[config.mk]
export PLATFORM = sky130hd
export DESIGN_NAME = game_controller
export DESIGN_NICKNAME = d
export VERILOG_FILES = /design/src/rtl/game_controller.sv
export SDC_FILE = /design/constraint.sdc
export NUM_CORES = 1
export LEC_CHECK = 0
export ABC_AREA = 1
export CAP_MARGIN = 25
export CELL_PAD_IN_SITES_DETAIL_PLACEMENT = 1
export CELL_PAD_IN_SITES_GLOBAL_PLACEMENT = 1
export CORE_MARGIN = 1.5
export CORE_UTILIZATION = 39
export DETAILED_ROUTE_END_ITERATION = 12
export PLACE_DENSITY_LB_ADDON = 0.1
export RECOVER_POWER = 25
export SYNTH_ARGS = -nofsm -noshare
export SYNTH_HDL_FRONTEND = slang
export SYNTH_SLANG_ARGS = --single-unit
[constraint.sdc]
create_clock -name Clock -period 1.6 [get_ports Clock]
set_input_delay 0.32 -clock Clock [delete_from_list [all_inputs] [get_ports Clock]]
set_output_delay 0.32 -clock Clock [all_outputs]
set_load 0.01 [all_outputs]
[src/rtl/game_controller.sv]
// game_controller: top-level game sequencer for the whack-a-mole board.
// It divides the board clock into a 1 s clock and tick, and runs the
// IDLE -> COUNTDOWN -> PLAY -> OVER state machine. It keeps a saturating
// two-digit BCD score and ends the round on the timer stage's expiry flag.
// Optional build macro: GAME_CONTROLLER_PAUSE_EN adds a pause_btn input.
// Each pause edge in PLAY toggles a pause that freezes the tick divider.
module game_controller #(
  parameter int CLK_FREQ       = 50000000,
  parameter int TICK_HZ        = 1,
  parameter int COUNTDOWN_SECS = 3,
  parameter int OVER_HOLD_SECS = 5
) (
  input  logic       Clock,
  input  logic       reset,
  input  logic       start_btn,
  input  logic       hit,
  input  logic       timer_signal,
`ifdef GAME_CONTROLLER_PAUSE_EN
  input  logic       pause_btn,
`endif
  output logic       sec_clk,
  output logic       sec_tick,
  output logic       game_start,
  output logic [1:0] state,
  output logic [3:0] countdown,
  output logic [3:0] score_ones,
  output logic [3:0] score_tens
);

  localparam int DIV   = CLK_FREQ / TICK_HZ;
  localparam int DIV_W = $clog2(DIV);
  localparam logic [DIV_W-1:0] DIV_LAST  = DIV_W'(DIV - 1);
  localparam logic [DIV_W-1:0] DIV_HALF  = DIV_W'(DIV / 2);
  localparam logic [3:0]       CD_LOAD   = 4'(COUNTDOWN_SECS);
  localparam logic [3:0]       HOLD_LOAD = 4'(OVER_HOLD_SECS);

  typedef enum logic [1:0] {
    ST_IDLE      = 2'd0,
    ST_COUNTDOWN = 2'd1,
    ST_PLAY      = 2'd2,
    ST_OVER      = 2'd3
  } state_e;

  // Saturating BCD increment of {tens, ones}; 99 stays at 99.
  function automatic logic [7:0] bcd_inc(input logic [7:0] bcd);
    logic [7:0] res;
    if (bcd == 8'h99) begin
      res = bcd;
    end else if (bcd[3:0] == 4'd9) begin
      res = {bcd[7:4] + 4'd1, 4'd0};
    end else begin
      res = {bcd[7:4], bcd[3:0] + 4'd1};
    end
    return res;
  endfunction

  // Synchronizers and edge detect
  logic [1:0] start_sync_q, start_sync_d;
  logic       start_prev_q, start_prev_d;
  logic       start_edge_q, start_edge_d;
  logic [1:0] ts_sync_q, ts_sync_d;
  logic       ts_s;

  // FSM and datapath
  state_e           state_q, state_d;
  logic [DIV_W-1:0] div_cnt_q, div_cnt_d;
  logic             sec_tick_q, sec_tick_d;
  logic             sec_clk_q, sec_clk_d;
  logic             game_start_q, game_start_d;
  logic [3:0]       countdown_q, countdown_d;
  logic [3:0]       hold_q, hold_d;
  logic [7:0]       score_q, score_d;
  logic             enter_cd_s;
  logic             run_s;

  // Next values for the button and timer-flag synchronizer chains
  always_comb begin
    start_sync_d = {start_sync_q[0], start_btn};
    start_prev_d = start_sync_q[1];
    start_edge_d = start_sync_q[1] & ~start_prev_q;
    ts_sync_d    = {ts_sync_q[0], timer_signal};
  end

  // Synchronizer and edge-detect flops
  always_ff @(posedge Clock or posedge reset) begin
    if (reset) begin
      start_sync_q <= 2'b00;
      start_prev_q <= 1'b0;
      start_edge_q <= 1'b0;
      ts_sync_q    <= 2'b00;
    end else begin
      start_sync_q <= start_sync_d;
      start_prev_q <= start_prev_d;
      start_edge_q <= start_edge_d;
      ts_sync_q    <= ts_sync_d;
    end
  end

  assign ts_s = ts_sync_q[1];

`ifdef GAME_CONTROLLER_PAUSE_EN
  logic [1:0] pause_sync_q, pause_sync_d;
  logic       pause_prev_q, pause_prev_d;
  logic       pause_edge_q, pause_edge_d;
  logic       paused_q, paused_d;

  // Next values for the pause button chain; the flag only toggles in PLAY
  always_comb begin
    pause_sync_d = {pause_sync_q[0], pause_btn};
    pause_prev_d = pause_sync_q[1];
    pause_edge_d = pause_sync_q[1] & ~pause_prev_q;
    if (state_d != ST_PLAY) begin
      paused_d = 1'b0;
    end else if ((state_q == ST_PLAY) && pause_edge_q) begin
      paused_d = ~paused_q;
    end else begin
      paused_d = paused_q;
    end
  end

  // Pause synchronizer, edge detect and paused flag
  always_ff @(posedge Clock or posedge reset) begin
    if (reset) begin
      pause_sync_q <= 2'b00;
      pause_prev_q <= 1'b0;
      pause_edge_q <= 1'b0;
      paused_q     <= 1'b0;
    end else begin
      pause_sync_q <= pause_sync_d;
      pause_prev_q <= pause_prev_d;
      pause_edge_q <= pause_edge_d;
      paused_q     <= paused_d;
    end
  end

  assign run_s = ~paused_q;
`else
  assign run_s = 1'b1;
`endif

  // Game state register
  always_ff @(posedge Clock or posedge reset) begin
    if (reset) begin
      state_q <= ST_IDLE;
    end else begin
      state_q <= state_d;
    end
  end

  // Next-state logic; start presses only matter in IDLE and OVER
  always_comb begin
    state_d = state_q;
    case (state_q)
      ST_IDLE: begin
        if (start_edge_q) begin
          state_d = ST_COUNTDOWN;
        end else begin
          state_d = ST_IDLE;
        end
      end
      ST_COUNTDOWN: begin
        if (sec_tick_q && (countdown_q == 4'd1)) begin
          state_d = ST_PLAY;
        end else begin
          state_d = ST_COUNTDOWN;
        end
      end
      ST_PLAY: begin
        if (ts_s) begin
          state_d = ST_OVER;
        end else begin
          state_d = ST_PLAY;
        end
      end
      ST_OVER: begin
        if (start_edge_q) begin
          state_d = ST_COUNTDOWN;
        end else if (sec_tick_q && (hold_q == 4'd1)) begin
          state_d = ST_IDLE;
        end else begin
          state_d = ST_OVER;
        end
      end
      default: begin
        state_d = ST_IDLE;
      end
    endcase
  end

  // Divider, countdown, hold timer, score and game_start next values
  always_comb begin
    enter_cd_s = (state_d == ST_COUNTDOWN) && (state_q != ST_COUNTDOWN);

    // Restarting the divider on countdown entry makes the first tick DIV cycles out
    if (enter_cd_s) begin
      div_cnt_d = '0;
    end else if (!run_s) begin
      div_cnt_d = div_cnt_q;
    end else if (div_cnt_q == DIV_LAST) begin
      div_cnt_d = '0;
    end else begin
      div_cnt_d = div_cnt_q + DIV_W'(1);
    end
    // Tick and half-period clock are registered views of the next count
    sec_tick_d = run_s && (div_cnt_d == DIV_LAST);
    sec_clk_d  = (div_cnt_d < DIV_HALF);

    if (enter_cd_s) begin
      countdown_d = CD_LOAD;
    end else if ((state_q == ST_COUNTDOWN) && sec_tick_q) begin
      countdown_d = countdown_q - 4'd1;
    end else begin
      countdown_d = countdown_q;
    end

    if ((state_d == ST_OVER) && (state_q != ST_OVER)) begin
      hold_d = HOLD_LOAD;
    end else if ((state_q == ST_OVER) && sec_tick_q && (hold_q != 4'd0)) begin
      hold_d = hold_q - 4'd1;
    end else begin
      hold_d = hold_q;
    end

    // A hit in the same cycle as expiry still counts
    if (enter_cd_s) begin
      score_d = 8'h00;
    end else if ((state_q == ST_PLAY) && hit && run_s) begin
      score_d = bcd_inc(score_q);
    end else begin
      score_d = score_q;
    end

    // Rises one cycle after PLAY entry, drops on the same edge PLAY is left
    game_start_d = (state_q == ST_PLAY) && (state_d == ST_PLAY);
  end

  // Datapath registers
  always_ff @(posedge Clock or posedge reset) begin
    if (reset) begin
      div_cnt_q    <= '0;
      sec_tick_q   <= 1'b0;
      sec_clk_q    <= 1'b0;
      countdown_q  <= 4'd0;
      hold_q       <= 4'd0;
      score_q      <= 8'h00;
      game_start_q <= 1'b0;
    end else begin
      div_cnt_q    <= div_cnt_d;
      sec_tick_q   <= sec_tick_d;
      sec_clk_q    <= sec_clk_d;
      countdown_q  <= countdown_d;
      hold_q       <= hold_d;
      score_q      <= score_d;
      game_start_q <= game_start_d;
    end
  end

  assign sec_clk    = sec_clk_q;
  assign sec_tick   = sec_tick_q;
  assign game_start = game_start_q;
  assign state      = state_q;
  assign countdown  = countdown_q;
  assign score_ones = score_q[3:0];
  assign score_tens = score_q[7:4];

endmodule

## After elaboration in Yosys (flattened, before gate mapping)

Cells that the tools add are included.

| word-level totals | value |
|---|---|
| register bits | 53 |
| input bits | 5 |
| output and inout port bits | 17 |
| word-level logic and storage cells | 69 |

| operators by class | value |
|---|---|
| $add $sub $neg | 5 |
| order comparisons | 1 |
| equality and inequality tests | 15 |
| multiplexer cells | 16 |
| bitwise operators | 2 |
| reductions and logical operators | 17 |

Operators with widths:

| cell | count |
|---|---|
| 26-bit == test, second input constant | 2 |
| 26-bit two-way mux | 2 |
| 8-bit two-way mux | 4 |
| 26-bit by 1-bit adder with 26-bit output, second input constant | 1 |
| 26-bit by 25-bit < comparator with 1-bit output, second input constant | 1 |
| 4-bit two-way mux | 4 |
| 1-bit logical AND | 9 |
| 4-bit by 1-bit adder with 4-bit output, second input constant | 2 |
| 2-bit == test, second input constant | 4 |
| 4-bit by 1-bit == test with 1-bit output, second input constant | 2 |
| 8-bit == test, second input constant | 1 |
| 2-bit one-hot mux with 4 select lines | 1 |
| 2-bit nonzero test | 4 |
| 4-bit by 1-bit subtractor with 4-bit output, second input constant | 2 |
| 2-bit two-way mux | 3 |
| 2-bit by 1-bit == test with 1-bit output, second input constant | 2 |
| 4-bit == test, second input constant | 1 |
| 2-bit != test, second input constant | 2 |
| 4-bit nonzero test | 1 |
| 3-bit AND reduction | 1 |
| 2-bit logical NOT | 1 |
| 1-bit two-way mux | 2 |
| 2-bit by 1-bit != test with 1-bit output, second input constant | 1 |
| 2-bit AND reduction | 1 |
| other kinds (2) | 2 |

## Logic depth before layout (Yosys ltp)

Gate-level depths: netlist (run 1).

| logic depth | value |
|---|---|
| word-level depth | 9 |
| depth in mapped cells | 17 |
| depth with buffers taken out | 16 |

## Least setup slack after synthesis (run 1)

No wires, ideal clock.

| path | value |
|---|---|
| kind | flip-flop to flip-flop |
| start | register div_cnt_q[0] |
| end | register sec_clk_q, in the netlist sec_clk |
| library setup time | 0.116 ns |
| arrival | 1.637 ns |
| required time | 1.484 ns |
| slack | -0.153 ns |
| stages on the path, launching flop included | 12 |
| path buffers | 0 |
| clock period less this slack | 1.753 ns |
| cell sequence | dfrtp_1 -> ha_1 -> nand2_1 -> nor2_2 -> nand2_2 -> nor2_2 -> xor2_1 -> nand2_1 -> o21ai_1 -> nor2_1 -> nand2_1 -> nand2_1 |

| on the way | value |
|---|---|
| word-level cells in the longest chain between the ends | 4 |
| elaborated cells on any way between the ends | 5 |
| classes of those cells | add/sub (1); order compare (1); eq/ne (1); mux (2) |

Ends and longest elaborated chain:

| element | RTL line | RTL |
|---|---|---|
| start, declared | 66 | `logic [DIV_W-1:0] div_cnt_q, div_cnt_d;` |
| start signal, assigned | 248 | `div_cnt_q <= div_cnt_d;` |
| 26-bit by 1-bit adder with 26-bit output / 26-bit == test (equally long branches) | 202, 199 |  |
| 26-bit two-way mux * | 199 | `end else if (div_cnt_q == DIV_LAST) begin` |
| 26-bit two-way mux * | 195 | `if (enter_cd_s) begin` |
| 26-bit by 25-bit < comparator with 1-bit output * | 206 | `sec_clk_d = (div_cnt_d < DIV_HALF);` |
| via sec_clk_d | 68 | `logic sec_clk_q, sec_clk_d;` |
| end signal, assigned | 250 | `sec_clk_q <= sec_clk_d;` |
| end, declared | 68 |  |

Mark *: on every way through the listed nets, which the timed path passes. The rest lies on a longest branch.
A chain may end at the register's enable or synchronous reset.

## Worst setup path after layout (run 1)

| path | value |
|---|---|
| start | register div_cnt_q[1] |
| end | register sec_clk_q, in the netlist sec_clk |

| on the way | value |
|---|---|
| word-level cells in the longest chain between the ends | 4 |
| elaborated cells on any way between the ends | 5 |
| classes of those cells | add/sub (1); order compare (1); eq/ne (1); mux (2) |

Ends and longest elaborated chain:

| element | RTL line |
|---|---|
| 26-bit by 1-bit adder with 26-bit output / 26-bit == test (equally long branches) | 202, 199 |
| 26-bit two-way mux * | 199 |
| 26-bit two-way mux * | 195 |
| via div_cnt_d[18] | 66 |
| 26-bit by 25-bit < comparator with 1-bit output * | 206 |
| via sec_clk_d | 68 |

Marks and branches as above.

==> impl_metrics.tcl, run 1 <==
set metrics [dict create \
    coreArea_mm2 0.008299 \
    cp_common_cell "nand2_1" \
    yosysUniqueCellTypes 36 \
    place_hpwl_mm 8.774 \
    arrival_ns 2.35 \
    drt-vias-per-instance 5.714 \
    cts.sinks 53 \
    ctsHoldBuffers 0 \
    netlist_area_mm2 0.003390 \
    synth.net_count 487 \
    max-vdd-ir-drop_mv 0.5110 \
    wl_mm 17.90 \
    layout_min_cycle_time_ns 2.145 \
    cp_slowest_cell "dfrtp_1" \
    fin_ws_ns -0.5452 \
    holdCritPathClass "flop to flop" \
    synth-seq-cells 53 \
    seq_area_frac_synth 0.3913 \
    max_freq_ghz 0.4662 \
    drt_pass1_iterations 5 \
    die-area_mm2 0.009259 \
    critPathCaptureType "flop" \
    yosys_warnings 0 \
    hold_start "start_sync_q[0]" \
    fp-row-count 33 \
    htreeDepth 2 \
    instances_no_fill 731 \
    rsz0062_at_grt "true" \
    setup_viol 40 \
    place_inst 677 \
    hold_path_depth 0 \
    power.density_mw_per_mm2 674.6 \
    failed_checks "negative setup slack" \
    layout.nets 639 \
    grt_overflow 0 \
    grt_pass1_vias 4019 \
    max_slew.worst_pin.slew_ns 0.6405 \
    ant_nets 0 \
    place_congestion 0.8683 \
    grt_first_pass_wirelength_mm 21.11 \
    worst_ep_required_time_ns 1.81 \
    synthCells 473 \
    outcome "complete, but fails checks" \
    reg2reg_to "sec_clk" \
    die_x_um 96.23 \
    antenna_found_initial 0 \
    reg2reg_depth 14 \
    final_hold_viol_count 0 \
    cp_max_fo 4 \
    drv_slew 0 \
    ys_top_cells_by_area "dfrtp_1, nand2_1, nor2_1, inv_1, nand3_1" \
    cpPeakStageDelay_ns 0.43 \
    cts_tree "yes" \
    drtIter0Drc 317 \
    worstPathCellList "ha_4, nand2_4, nor2_4, nand3_1, clkinv_1, nand2_1, nand2_1, nand2_1, nor2_4, nand2_1, nor2_2, nand2_1, nand2_1, nand2_2" \
    synth_area_leader_cell "dfrtp_1" \
    slew_headroom 0.5706 \
    postLayoutCoreUtil 0.6689 \
    routedWlPerCell_um 24.49 \
    drv_cap 0 \
    insertion_delay_ns 0.32 \
    cts_made_buffers 5 \
    cts-root-buf "clkbuf_8" \
    num_antenna_cells 0 \
    grt_max_degree 29 \
    route.detailed.drc 0 \
    via_count 4177 \
    rrSetupSlack_ns -0.55 \
    synth-edff-count 0 \
    leakage_nw 2.638 \
    io_pins 22 \
    period_share 1.341 \
    fp.dieH_um 96.23 \
    clockBufferDepth 2 \
    start_util 0.4084 \
    syn_area_per_cell_um2 7.166 \
    drive_gt1_frac 0.5016 \
    portBuffers 21 \
    async_flop_share 1.000 \
    clkTransAtPathRegs_ns 0.11 \
    start_kind "flop" \
    area_growth_pct 63.79 \
    critPathTopFamily "simple AND/OR/NAND/NOR gates" \
    synth_flop_cell "dfrtp_1" \
    hold_end "start_sync_q[1]" \
    finClkSkew_ns 0.009912 \
    grt_use_total 0.3112 \
    synth_top_cell_area_share 0.3913 \
    cp_num_buf_inv 1 \
    critPathKind "flop to flop" \
    r2r_start "div_cnt_q[1]" \
]
-- report_power, final --
group          switching, mW  internal [mW]  leakage, nW
Clock                  0.509          0.472       0.0554
Combinational          0.662          0.532         1.91
Sequential             0.125           1.44        0.673
Total                   1.30           2.45         2.64
-- placed cells by master, fill, tap and decap left out, drive strengths merged, types with 2 or more instances in the layout --
| cell type | synthesis | routed |
|---|---|---|
| dlygate4sd2 | 0 | 8 |
| dlygate4sd3 | 0 | 3 |
| nand2 | 139 | 139 |
| nor2 | 100 | 100 |
| and2 | 2 | 2 |
| ha | 9 | 9 |
| nand4 | 7 | 7 |
| o21ai | 10 | 10 |
| o22ai | 3 | 3 |
| xnor2 | 4 | 4 |
| dfrtp | 53 | 53 |
| nor3 | 7 | 7 |
| nand3 | 38 | 38 |
| clkdlybuf4s50 | 0 | 7 |
| inv | 73 | 74 |
| xor2 | 8 | 8 |
| clkbuf | 0 | 7 |
| buf | 4 | 128 |
| clkinv | 3 | 2 |
| o21bai | 4 | 4 |
| a21oi | 2 | 2 |
| nand3b | 2 | 2 |
-- metrics by stage --
step	hold WS, ns	TNS (ns)	total power [mW]	area [um^2]	setup WS (ns)
2_1_floorplan	0.3312	-0.2047	1.952	3421	-0.1058
3_3_place_gp	0.3333	-2.100	2.323	4383	-0.2733
3_5_place_dp	0.3379	-4.546	2.372	4383	-0.4374
4_1_cts	0.3304	-2.724	3.428	4967	-0.3267
5_1_grt	0.3792	-11.67	3.868	5552	-0.6302
6_report	0.3714	-8.830	3.745	5552	-0.5452
-- area by class of cell --
class	instances	area [um^2]
inverters	76	299.0
clock buffers	6	72.57
repair buffers	149	1272
fillers	966	2748
clock inverters	2	38.79
flip-flops and latches	53	1340
multi-input cells	340	2397
well taps	105	131.4
-- synth_stat cells, types with 2 or more instances --
cell and n:
buf_4 2, o21bai_1 4, nor2_4 3, nand2_2 14, and2_1 2, buf_6 2
nand2_4 2, o21ai_1 3, xnor2_1 4, inv_1 65, inv_2 8, nand3_2 3
ha_1 9, nor3_1 6, nand2_1 123, dfrtp_1 53, nand4_1 7, o21ai_0 6
nand3b_1 2, nand3_1 34, clkinv_1 3, xor2_1 8, o22ai_1 3, nor2_2 21
nor2_1 75
-- layer usage --
metal	track usage	routed length, um
met5	0	0
met4	0.1103	1213
met3	0.05292	1164
met2	0.5569	8945
met1	0.3724	6575
-- registers in the layout, summed over array words and instances (netlist names) --
signal        cells
div_cnt_q        26
score_q           8
countdown         4
hold_q            4
start_sync_q      2
state             2
ts_sync_q         2
game_start        1
sec_clk           1
sec_tick          1
start_edge_q      1
start_prev_q      1
-- what timing repair did --
action                                  4_1_cts  5_1_grt
setup buffers                                23       28
gates cloned                                  1        0
pin swaps                                    14       55
endpoints found under the setup margin       44       44
resized for setup                            88      122
-- cells by family (layout without fill, tap and decap cells) --
group | count (synthesis) | after routing | synth area share
AO/OA/AOI/OAI | 22 | 22 | 0.04171
buffers and inverters | 80 | 233 | 0.09524
XOR/XNOR | 12 | 12 | 0.03101
flip-flops | 53 | 53 | 0.3913
adder cells (fa/ha/maj) | 9 | 9 | 0.03322
AND/OR/NAND/NOR | 297 | 297 | 0.4075
-- worst max-delay path by stage --
stage / from / to / slack (ns) / cells past startpoint
final: div_cnt_q[1] / sec_clk / -0.55 / 14
after global routing: div_cnt_q[12] / sec_clk / -0.63 / 13
after CTS: div_cnt_q[1] / sec_clk / -0.33 / 14
after detailed placement: hold_q[0] / score_q[0] / -0.44 / 13
after global placement: hold_q[0] / sec_clk / -0.27 / 14
after floorplan: countdown[1] / sec_clk / -0.11 / 16
Power figures use the tool's default switching activity.
==> run 2, diff against run 1 <==
--- a/config.mk
+++ b/config.mk
@@ -10,8 +10,9 @@
 export CELL_PAD_IN_SITES_DETAIL_PLACEMENT = 1
 export CELL_PAD_IN_SITES_GLOBAL_PLACEMENT = 1
 export CORE_MARGIN = 1.5
-export CORE_UTILIZATION = 39
+export CORE_UTILIZATION = 42
 export DETAILED_ROUTE_END_ITERATION = 12
+export DONT_BUFFER_PORTS = 1
 export PLACE_DENSITY_LB_ADDON = 0.1
 export RECOVER_POWER = 25
 export SYNTH_ARGS = -nofsm -noshare
==> run 2 against run 1 <==
Compared with the run above: the run still ends with negative setup slack left; clock power increased by 12%; power is 5.3% higher; largest cell class unchanged; combinational power is 7% higher; core utilization grew 1.6 points; register-to-register slack worse by 0.32 ns; critical endpoint is now sec_tick; critical path depth down 1.
==> impl_metrics.tcl, run 2 (synthesis gave the netlist of run 1 again) <==
set metrics [dict create \
    switching_share 0.3640 \
    max_slew.worst_pin.slew_ns 1.018 \
    power.density_mw_per_mm2 740.7 \
    regMostFlops "div_cnt_q" \
    reg2reg_depth 13 \
    layout_commonest_cell "nand2_1" \
    die_x_um 92.84 \
    io_pins 22 \
    start_util 0.4364 \
    rrSetupSlack_ns -0.86 \
    htreeDepth 2 \
    ant_nets 0 \
    route.detailed.drc 0 \
    layout.nets 611 \
    fp.dieH_um 92.84 \
    largest_register_ffs 26 \
    place_inst 654 \
    critPathCaptureType "flop" \
    cp_max_fo 6 \
    outcome "complete, but fails checks" \
    final_hold_viol_count 0 \
    grt_overflow 0 \
    via_count 4185 \
    num_antenna_cells 0 \
    grt_use_total 0.3225 \
    critPathKind "flop to flop" \
    layout_min_cycle_time_ns 2.463 \
    r2r_start "countdown[1]" \
    place_hpwl_mm 8.788 \
    place_congestion 0.9033 \
    p_clk_frac 0.280 \
    setup_viol 42 \
    routedWlPerCell_um 27.39 \
    cts_made_buffers 5 \
    drt_pass1_iterations 5 \
    antenna_found_initial 0 \
    coreArea_mm2 0.007767 \
    power_mw 3.943 \
    drtIter0Drc 263 \
    holdCritPathClass "input pin to flop" \
    wl_mm 19.18 \
    fp-row-count 32 \
    arrival_ns 2.69 \
    grt_pass1_vias 3973 \
    seq_power_share 0.398 \
    drv_cap 0 \
    start_kind "flop" \
    clockBufferDepth 2 \
    drive_gt1_frac 0.4950 \
    clkTransAtPathRegs_ns 0.13 \
    hold_end "score_q[7]" \
    grt_max_degree 20 \
    insertion_delay_ns 0.35 \
    instances_no_fill 700 \
    drv_slew 0 \
    period_share 1.540 \
    worst_ep_required_time_ns 1.83 \
    cp-startpoint "countdown[1]" \
    leakage_nw 2.544 \
    rsz0062_at_grt "true" \
    portBuffers 0 \
    hold_path_depth 4 \
    fin_ws_ns -0.8635 \
    reg2reg_to "sec_tick" \
    max-vdd-ir-drop_mv 0.5070 \
    finClkSkew_ns 0.02623 \
    max_freq_ghz 0.4059 \
    cts.sinks 53 \
    top_regs "div_cnt_q (26), score_q (8)" \
    slew_headroom 0.3176 \
    drt-vias-per-instance 5.979 \
    area_growth_pct 57.07 \
    cts-root-buf "clkbuf_8" \
    hold_start "hit" \
    cts_tree "yes" \
    grt_first_pass_wirelength_mm 20.91 \
    p_int_mw 2.508 \
    die-area_mm2 0.008618 \
    p_comb_frac 0.322 \
    layout_common_cells "nand2_1, buf_4, inv_1, nor2_1, dfrtp_1" \
    failed_checks "negative setup slack" \
    p_sw_mw 1.435 \
]
[run 2: what timing repair did]
action                                 CTS  global route
gates resized for setup                 85           107
hold buffers                             1             2
cloned                                   0             1
buffers inserted                        13            23
pin swaps                               24            45
endpoints found under the hold margin   16             2
setup endpoints to repair               34            41
[run 2: worst max-delay path: stages (launching register included)]
cell,delay [ns]
dfrtp_1,0.51
inv_2,0.15
ha_4,0.16
nand2_4,0.05
inv_4,0.07
nand2_4,0.05
a21oi_2,0.19
nand3_2,0.13
nand2_4,0.15
clkbuf_16,0.17
nand3_2,0.07
nor2_1,0.22
nand3_1,0.13
nor3_2,0.26
[run 2: metal layers]
layer / global-route usage / vias to the layer above / part of all wire
met5: 0 / - / 0
met4: 0.1629 / 0 / 0.082
met3: 0.03777 / 141 / 0.066
met2: 0.5736 / 288 / 0.50
met1: 0.3799 / 2055 / 0.36
li1: - / 1701 / -
[run 2: area by class of cell]
cell class	count	area [um^2]
Clock buffer	6	82.58
Clock inverter	2	41.29
Fill cell	905	2444
Inverter	76	300.3
Multi-Input combinational cell	340	2365
Sequential cell	53	1338
Tap cell	102	127.6
Timing Repair Buffer	121	1070
[run 2: worst max path at each step]
stage | cells after the start | to | slack, ns
CTS | 12 | sec_tick | -0.24
global route | 13 | sec_tick | -0.82
detailed placement | 16 | sec_clk | -0.36
global placement | 13 | sec_clk | -0.26
finish | 13 | sec_tick | -0.86
floorplan | 16 | sec_clk | -0.11
[run 2: power by group through the flow]
stage	registers, mW	clock network (mW)	logic (mW)
2_1_floorplan	1.58	0	0.371
3_3_place_gp	1.55	0	0.704
5_1_grt	1.57	1.13	1.33
3_5_place_dp	1.56	0	0.744
6_report	1.57	1.10	1.27
4_1_cts	1.54	1.04	0.915
[run 2: stage by stage]
stage               utilization  hold WS (ns)  setup WS [ns]  area [um^2]  setup TNS, ns
global placement         0.5361        0.2451        -0.2603         4164         -2.366
CTS                      0.6073       0.01003        -0.2404         4717         -2.955
finish                   0.6854        0.3348        -0.8635         5324         -15.84
detailed placement       0.5361        0.2489        -0.3568         4164         -3.862
floorplan                     -        0.3312        -0.1058         3421        -0.2047
global route             0.6854        0.3419        -0.8190         5324         -17.01
